**src/rtl/mc_ctrl_fsm_if.sv**
```systemverilog
// Control bundle between the multicycle control FSM (slave side) and the datapath (master side).
// mem_ready acts as the ready half of a request/ready handshake: dmem_re or we_data_mem is the request.
interface mc_ctrl_fsm_if #(
    parameter int CNT_W = 32
);
    logic [5:0]       op;
    logic [5:0]       funct;
    logic             zero;
    logic             mem_ready;
    logic             ir_we;
    logic             pc_we;
    logic [1:0]       pc_src;
    logic             alu_src_a;
    logic [1:0]       alu_src_b;
    logic [3:0]       ALU_Sel;
    logic             reg_dst;
    logic             mem_to_reg;
    logic             we_fr;
    logic             dmem_re;
    logic             we_data_mem;
    logic             illegal_op;
    logic [3:0]       state;
    logic [CNT_W-1:0] instr_cnt;

    modport slave (
        input  op, funct, zero, mem_ready,
        output ir_we, pc_we, pc_src, alu_src_a, alu_src_b, ALU_Sel, reg_dst,
               mem_to_reg, we_fr, dmem_re, we_data_mem, illegal_op, state, instr_cnt
    );

    modport master (
        output op, funct, zero, mem_ready,
        input  ir_we, pc_we, pc_src, alu_src_a, alu_src_b, ALU_Sel, reg_dst,
               mem_to_reg, we_fr, dmem_re, we_data_mem, illegal_op, state, instr_cnt
    );
endinterface

```
**src/rtl/mc_ctrl_fsm.sv**
```systemverilog
// Moore control FSM for the multicycle MIPS datapath (LW, SW, R-type, BEQ, ADDI, J).
// Define CTRL_PERF_CNT_EN to build the retired-instruction counter; otherwise instr_cnt is 0.
module mc_ctrl_fsm #(
    parameter int CNT_W = 32
) (
    input logic          clk,
    input logic          rst,
    mc_ctrl_fsm_if.slave bus
);
    typedef enum logic [3:0] {
        S_FETCH  = 4'd0,  S_DECODE = 4'd1,  S_MEMADR = 4'd2,  S_MEMRD  = 4'd3,
        S_MEMWB  = 4'd4,  S_MEMWR  = 4'd5,  S_EXEC   = 4'd6,  S_ALUWB  = 4'd7,
        S_BRANCH = 4'd8,  S_ADDIEX = 4'd9,  S_ADDIWB = 4'd10, S_JUMP   = 4'd11
    } state_t;

    typedef struct packed {
        logic       ir_we;
        logic       pc_write;
        logic       branch;
        logic [1:0] pc_src;
        logic       alu_src_a;
        logic [1:0] alu_src_b;
        logic [3:0] alu_sel;
        logic       reg_dst;
        logic       mem_to_reg;
        logic       we_fr;
        logic       dmem_re;
        logic       we_data_mem;
    } ctrl_t;

    localparam logic [5:0] OP_R = 6'b000000, OP_LW = 6'b100011, OP_SW = 6'b101011;
    localparam logic [5:0] OP_BEQ = 6'b000100, OP_ADDI = 6'b001000, OP_J = 6'b000010;
    localparam logic [3:0] ALU_AND = 4'b0000, ALU_OR = 4'b0001, ALU_ADD = 4'b0010;
    localparam logic [3:0] ALU_SUB = 4'b0110, ALU_SLT = 4'b0111;

    function automatic logic funct_ok(input logic [5:0] f);
        return f inside {6'b100000, 6'b100010, 6'b100100, 6'b100101, 6'b101010};
    endfunction

    function automatic logic [3:0] funct_sel(input logic [5:0] f);
        case (f)
            6'b100010: return ALU_SUB;
            6'b100100: return ALU_AND;
            6'b100101: return ALU_OR;
            6'b101010: return ALU_SLT;
            default:   return ALU_ADD;
        endcase
    endfunction

    // Outputs for the state being entered, so the register holds them for that whole state.
    function automatic ctrl_t decode(input state_t s, input logic [5:0] f);
        ctrl_t c;
        c = '0;
        case (s)
            S_FETCH:  begin c.ir_we = 1'b1; c.pc_write = 1'b1; c.alu_src_b = 2'b01; c.alu_sel = ALU_ADD; end
            S_DECODE: begin c.alu_src_b = 2'b11; c.alu_sel = ALU_ADD; end
            S_MEMADR: begin c.alu_src_a = 1'b1; c.alu_src_b = 2'b10; c.alu_sel = ALU_ADD; end
            S_MEMRD:  c.dmem_re = 1'b1;
            S_MEMWB:  begin c.we_fr = 1'b1; c.mem_to_reg = 1'b1; end
            S_MEMWR:  c.we_data_mem = 1'b1;
            S_EXEC:   begin c.alu_src_a = 1'b1; c.alu_sel = funct_sel(f); end
            S_ALUWB:  begin c.we_fr = 1'b1; c.reg_dst = 1'b1; end
            S_BRANCH: begin c.alu_src_a = 1'b1; c.alu_sel = ALU_SUB; c.branch = 1'b1; c.pc_src = 2'b01; end
            S_ADDIEX: begin c.alu_src_a = 1'b1; c.alu_src_b = 2'b10; c.alu_sel = ALU_ADD; end
            S_ADDIWB: c.we_fr = 1'b1;
            S_JUMP:   begin c.pc_write = 1'b1; c.pc_src = 2'b10; end
            default:  c = '0;
        endcase
        return c;
    endfunction

    state_t state;
    state_t nxt;
    ctrl_t  ctrl;
    ctrl_t  ctrl_o;
    logic   legal;

    assign legal = (bus.op == OP_R) ? funct_ok(bus.funct)
                 : (bus.op inside {OP_LW, OP_SW, OP_BEQ, OP_ADDI, OP_J});

    always_comb begin
        nxt = S_FETCH;
        case (state)
            S_FETCH:  nxt = S_DECODE;
            S_DECODE: begin
                if (legal) begin
                    case (bus.op)
                        OP_LW, OP_SW: nxt = S_MEMADR;
                        OP_R:         nxt = S_EXEC;
                        OP_BEQ:       nxt = S_BRANCH;
                        OP_ADDI:      nxt = S_ADDIEX;
                        OP_J:         nxt = S_JUMP;
                        default:      nxt = S_FETCH;
                    endcase
                end
            end
            S_MEMADR: nxt = (bus.op == OP_SW) ? S_MEMWR : S_MEMRD;
            S_MEMRD:  nxt = bus.mem_ready ? S_MEMWB : S_MEMRD;
            S_MEMWR:  nxt = bus.mem_ready ? S_FETCH : S_MEMWR;
            S_EXEC:   nxt = S_ALUWB;
            S_ADDIEX: nxt = S_ADDIWB;
            default:  nxt = S_FETCH;
        endcase
    end

    always_ff @(posedge clk) begin
        if (rst) begin
            state <= S_FETCH;
            ctrl  <= decode(S_FETCH, bus.funct);
        end else begin
            state <= nxt;
            ctrl  <= decode(nxt, bus.funct);
        end
    end

    // Reset overrides every output, including the registered ones already primed for FETCH.
    assign ctrl_o          = rst ? '0 : ctrl;
    assign bus.ir_we       = ctrl_o.ir_we;
    assign bus.pc_we       = ctrl_o.pc_write | (ctrl_o.branch & bus.zero);
    assign bus.pc_src      = ctrl_o.pc_src;
    assign bus.alu_src_a   = ctrl_o.alu_src_a;
    assign bus.alu_src_b   = ctrl_o.alu_src_b;
    assign bus.ALU_Sel     = ctrl_o.alu_sel;
    assign bus.reg_dst     = ctrl_o.reg_dst;
    assign bus.mem_to_reg  = ctrl_o.mem_to_reg;
    assign bus.we_fr       = ctrl_o.we_fr;
    assign bus.dmem_re     = ctrl_o.dmem_re;
    assign bus.we_data_mem = ctrl_o.we_data_mem;
    assign bus.illegal_op  = ~rst & (state == S_DECODE) & ~legal;
    assign bus.state       = rst ? 4'd0 : state;

`ifdef CTRL_PERF_CNT_EN
    logic [CNT_W-1:0] cnt;
    logic             retire;

    assign retire = (state inside {S_MEMWB, S_ALUWB, S_BRANCH, S_ADDIWB, S_JUMP})
                  | ((state == S_MEMWR) & bus.mem_ready);

    always_ff @(posedge clk) begin
        if (rst) cnt <= '0;
        else if (retire) cnt <= cnt + 1'b1;
    end

    assign bus.instr_cnt = rst ? {CNT_W{1'b0}} : cnt;
`else
    assign bus.instr_cnt = {CNT_W{1'b0}};
`endif
endmodule
```
**src/flat_wrapper.sv**
```systemverilog
// flat-port wrapper written by rule: the top's interface ports become plain ports
module mc_ctrl_fsm_flat 
#(
    parameter int CNT_W = 32
)
  (clk, rst, bus_op, bus_funct, bus_zero, bus_mem_ready, bus_ir_we, bus_pc_we, bus_pc_src, bus_alu_src_a, bus_alu_src_b, bus_ALU_Sel, bus_reg_dst, bus_mem_to_reg, bus_we_fr, bus_dmem_re, bus_we_data_mem, bus_illegal_op, bus_state, bus_instr_cnt);
  mc_ctrl_fsm_if #(.CNT_W(CNT_W)) bus_i ();
  input logic clk;
  input logic rst;
  input wire logic [$bits(bus_i.op)-1:0] bus_op;
  input wire logic [$bits(bus_i.funct)-1:0] bus_funct;
  input wire logic [$bits(bus_i.zero)-1:0] bus_zero;
  input wire logic [$bits(bus_i.mem_ready)-1:0] bus_mem_ready;
  output wire logic [$bits(bus_i.ir_we)-1:0] bus_ir_we;
  output wire logic [$bits(bus_i.pc_we)-1:0] bus_pc_we;
  output wire logic [$bits(bus_i.pc_src)-1:0] bus_pc_src;
  output wire logic [$bits(bus_i.alu_src_a)-1:0] bus_alu_src_a;
  output wire logic [$bits(bus_i.alu_src_b)-1:0] bus_alu_src_b;
  output wire logic [$bits(bus_i.ALU_Sel)-1:0] bus_ALU_Sel;
  output wire logic [$bits(bus_i.reg_dst)-1:0] bus_reg_dst;
  output wire logic [$bits(bus_i.mem_to_reg)-1:0] bus_mem_to_reg;
  output wire logic [$bits(bus_i.we_fr)-1:0] bus_we_fr;
  output wire logic [$bits(bus_i.dmem_re)-1:0] bus_dmem_re;
  output wire logic [$bits(bus_i.we_data_mem)-1:0] bus_we_data_mem;
  output wire logic [$bits(bus_i.illegal_op)-1:0] bus_illegal_op;
  output wire logic [$bits(bus_i.state)-1:0] bus_state;
  output wire logic [$bits(bus_i.instr_cnt)-1:0] bus_instr_cnt;
  assign bus_i.op = bus_op;
  assign bus_i.funct = bus_funct;
  assign bus_i.zero = bus_zero;
  assign bus_i.mem_ready = bus_mem_ready;
  assign bus_ir_we = bus_i.ir_we;
  assign bus_pc_we = bus_i.pc_we;
  assign bus_pc_src = bus_i.pc_src;
  assign bus_alu_src_a = bus_i.alu_src_a;
  assign bus_alu_src_b = bus_i.alu_src_b;
  assign bus_ALU_Sel = bus_i.ALU_Sel;
  assign bus_reg_dst = bus_i.reg_dst;
  assign bus_mem_to_reg = bus_i.mem_to_reg;
  assign bus_we_fr = bus_i.we_fr;
  assign bus_dmem_re = bus_i.dmem_re;
  assign bus_we_data_mem = bus_i.we_data_mem;
  assign bus_illegal_op = bus_i.illegal_op;
  assign bus_state = bus_i.state;
  assign bus_instr_cnt = bus_i.instr_cnt;
  mc_ctrl_fsm #(.CNT_W(CNT_W)) u_core (.clk(clk), .rst(rst), .bus(bus_i));
endmodule
```
**config.mk**
```make
export PLATFORM = sky130hd
export DESIGN_NAME = mc_ctrl_fsm_flat
export DESIGN_NICKNAME = d
export VERILOG_FILES = /design/src/rtl/mc_ctrl_fsm_if.sv /design/src/rtl/mc_ctrl_fsm.sv /design/src/flat_wrapper.sv
export SDC_FILE = /design/constraint.sdc
export NUM_CORES = 1
export LEC_CHECK = 0
export CAP_MARGIN = 40
export CORE_MARGIN = 5
export CORE_UTILIZATION = 37
export CTS_CLUSTER_SIZE = 24
export DETAILED_ROUTE_END_ITERATION = 6
export PLACE_DENSITY = 0.77
export RECOVER_POWER = 100
export SETUP_SLACK_MARGIN = 0.05
export SKIP_CTS_REPAIR_TIMING = 1
export SYNTH_ARGS = -nofsm -noshare
export SYNTH_HDL_FRONTEND = slang
export SYNTH_SLANG_ARGS = --single-unit
```
**constraint.sdc**
```tcl
create_clock -name clk -period 1.8 [get_ports clk]
set_clock_uncertainty 0.1 [all_clocks]
set_input_delay 0.36 -clock clk [delete_from_list [all_inputs] [get_ports clk]]
set_output_delay 0.36 -clock clk [all_outputs]
set_load 0.02 [all_outputs]
```
==> results of run 1 <==
-- cell families after synthesis --
family | synth area share, %
XOR/XNOR | 1.23
flip-flops | 26.7
AND/OR/NAND/NOR | 29.3
adder cells (fa/ha/maj) | 0.703
buffers and inverters | 22.4
other | 0.263
AO/OA/AOI/OAI | 18.7
multiplexers | 0.703
-- state kept, by name, summed over array words and instances, names as in the netlist --
signal        flops
u_core.ctrl      15
u_core.state      4
-- worst max-delay path, cell delays in order --
cell      delay, ps
buf_6            90
or3_4           400
a311oi_4        300
nor3_2           90
nor3_2          190
buf_4           160
-- power by group through the flow --
stage	Combinational [mW]	Sequential [mW]	Clock (mW)
4_1_cts	0.322	0.438	0.299
3_5_place_dp	0.321	0.447	0
5_1_grt	0.391	0.439	0.322
2_1_floorplan	0.244	0.448	0
3_3_place_gp	0.317	0.447	0
6_report	0.365	0.438	0.291
-- Yosys cell counts (2+ instances only) --
cell type,count,area share [%]
nor2b_1,22,9.7
buf_6,2,1.6
dfxtp_1,19,27
nand3_1,4,1.4
or3_1,2,0.88
nand2_1,4,1.1
clkbuf_1,2,0.53
inv_1,5,1.3
a21oi_1,6,2.1
nor3b_1,3,1.6
buf_2,3,1.1
and2_1,2,0.88
o21ai_1,2,0.70
and3_1,2,0.88
a211oi_1,2,1.1
o31ai_1,2,1.1
nand2b_1,5,2.2
nor3_1,6,2.1
buf_4,34,18
o21a_1,2,1.1
nor2_1,10,2.6
or2_1,2,0.88
-- final cells by class --
| cell class | instances | share of cell area, % |
|---|---|---|
| timing repair buffer | 80 | 28.2 |
| tap | 48 | 2.77 |
| clock buffer | 4 | 2.07 |
| multi-input combinational | 139 | 48.5 |
| sequential | 19 | 17.6 |
| inverter | 5 | 0.865 |
-- worst paths after layout --
check | depth (start not counted) | from | slack [ps] | endpoint
worst min-delay path | 5 | bus_funct[4] | 480 | u_core.ctrl[7]
worst max-delay path | 6 | bus_op[3] | -260 | bus_illegal_op
worst min register to register | 5 | u_core.state[0] | 710 | u_core.ctrl[12]
worst max register to register | 8 | u_core.state[3] | -140 | u_core.ctrl[10]
-- layout by cell type, fill, tap and decap left out, types with 2 or more instances in the layout --
master / netlist / routed
nand3_1: 4 / 3
nor2_1: 10 / 9
nand2b_1: 5 / 3
nand2_1: 4 / 3
or2_4: 1 / 3
dfxtp_1: 19 / 17
buf_6: 2 / 14
a21oi_2: 0 / 3
and2_1: 2 / 2
nor3_1: 6 / 3
inv_1: 5 / 5
buf_4: 34 / 34
or3_4: 1 / 3
nor2b_1: 22 / 20
clkbuf_2: 0 / 3
clkbuf_1: 2 / 20
conb_1: 1 / 33
dlymetal6s2s_1: 0 / 7
o21ai_2: 1 / 3
dfxtp_2: 0 / 2
a21oi_1: 6 / 3
nand2b_4: 0 / 2
nor3_2: 1 / 4
clkbuf_8: 0 / 3
nor3b_1: 3 / 2
clkdlybuf4s50_1: 0 / 2
o21a_1: 2 / 2
o211ai_4: 0 / 2
-- per-layer routing --
layer / GRT usage [%] / vias up / wire length, µm
met1: 13.0 / 631 / 1520
met2: 19.4 / 56 / 2220
met4: 6.68 / 0 / 61
met3: 1.66 / 6 / 275
met5: 0 / - / 0
li1: - / 675 / -
==> flow_metrics.py, run 1 <==
metrics = {
    "place": {
        "dp_hpwl_um": 2530,
        "gp_congestion": 0.811,
        "io_buffers": 35,
        "place_inst": 281,
        "pre_cts_ws_ps": -967,
        "placed_area_mm2": 0.00193,
    },
    "synth": {
        "yosysSeqAreaShare_pct": 26.7,
        "avgSynthCellArea_um2": 8.33,
        "netlist_area_mm2": 0.00142,
        "yosys_warnings": 0,
        "synthArstFlopShare_pct": 0,
        "syn_inst": 171,
        "yosys_most_used_dff": "dfxtp_1",
        "synth_edf_count": 0,
        "synth.distinct_cells": 52,
        "synth-seq-cells": 19,
    },
    "detailed_routing": {
        "firstDrtPassIters": 4,
        "vias": 1368,
        "drc_errors": 0,
        "wl_per_cell_um": 13.8,
        "drt_iter0_drc": 49,
        "ant_nets": 0,
        "routed_via_density": 4.64,
        "wl_um": 4070,
    },
    "clock_network": {
        "cts.reportedPaths.clkPinSlew_ps": 60,
        "htree_num_levels": 1,
        "clock_sinks": 19,
        "clock_latency_ps": 260,
        "cts_root_buf": "clkbuf_8",
        "cts_tree": "built",
        "clockBufferDepth": 2,
        "numCtsBuffers": 3,
    },
    "final_layout": {
        "diodes": 0,
        "fillCellCount": 349,
        "nets": 264,
        "multi_input_area_mm2": 0.00105,
        "area_growth_pct": 52.5,
        "register_area_um2": 383,
        "layout-drive-gt1-share_pct": 40.1,
        "layout.cells.non_filler": 295,
        "postLayoutCellArea_mm2": 0.00217,
        "utilization_pct": 58.9,
    },
    "setup_path": {
        "arrival_ps": 1600,
        "critPathLaunchType": "primary input",
        "crit_fanout": 3,
        "worst-setup-path-type": "in2out",
        "critPathRequiredTime_ps": 1340,
        "crit_path_end_kind": "output port",
    },
    "power": {
        "swShare_pct": 32.4,
        "switching_power_mw": 0.354,
        "leakagePower_nw": 0.952,
        "p_clk_share_pct": 26.6,
        "combPwrFrac_pct": 33.4,
        "p_total_mw": 1.09,
        "p_int_mw": 0.741,
        "powerDensity_mw_per_mm2": 504,
        "peakVddDrop_v": 0.000212,
        "seqPwrFrac_pct": 40.0,
    },
    "timing": {
        "fmax_mhz": 485,
        "setup_slack_ps": -262,
        "hold_slack_ps": 484,
        "setup-violations-final": 15,
        "rsz0062_at_grt": "yes",
        "min_period_ps": 2060,
        "slew_violations": 0,
        "final.setup.tns_ps": -1480,
        "finalHoldViolCount": 0,
        "finalCritPeriodShare_pct": 115,
    },
    "global_route": {
        "antenna_found_initial": 0,
        "gr-total-overflow": 0,
        "track_usage_pct": 11.2,
        "grt_pass1_vias": 1104,
        "grt_pass1_wl_um": 4710,
        "grt_max_degree": 18,
    },
    "hold_path": {
        "hold_path_class": "in2reg",
    },
    "die": {
        "die_y_um": 72.0,
        "dieArea_mm2": 0.00519,
        "dieWidth_um": 72.0,
        "ioPinCount": 69,
        "design.core.area_mm2": 0.00369,
        "rows": 22,
        "initial_utilization_pct": 38.6,
    },
    "run_status": {
        "status": "complete, but fails checks",
        "violations": "setup timing",
    },
    "flow_run": {
        "max-cap-violations": 0,
    },
}
(Power assumes the default switching activity.)
==> run 2, diff against run 1 <==
--- a/config.mk
+++ b/config.mk
@@ -5,7 +5,6 @@
 export SDC_FILE = /design/constraint.sdc
 export NUM_CORES = 1
 export LEC_CHECK = 0
-export CAP_MARGIN = 40
 export CORE_MARGIN = 5
 export CORE_UTILIZATION = 37
 export CTS_CLUSTER_SIZE = 24
==> results of run 2 <==
The final DEF is identical to that of run 1; final timing and power are the same.
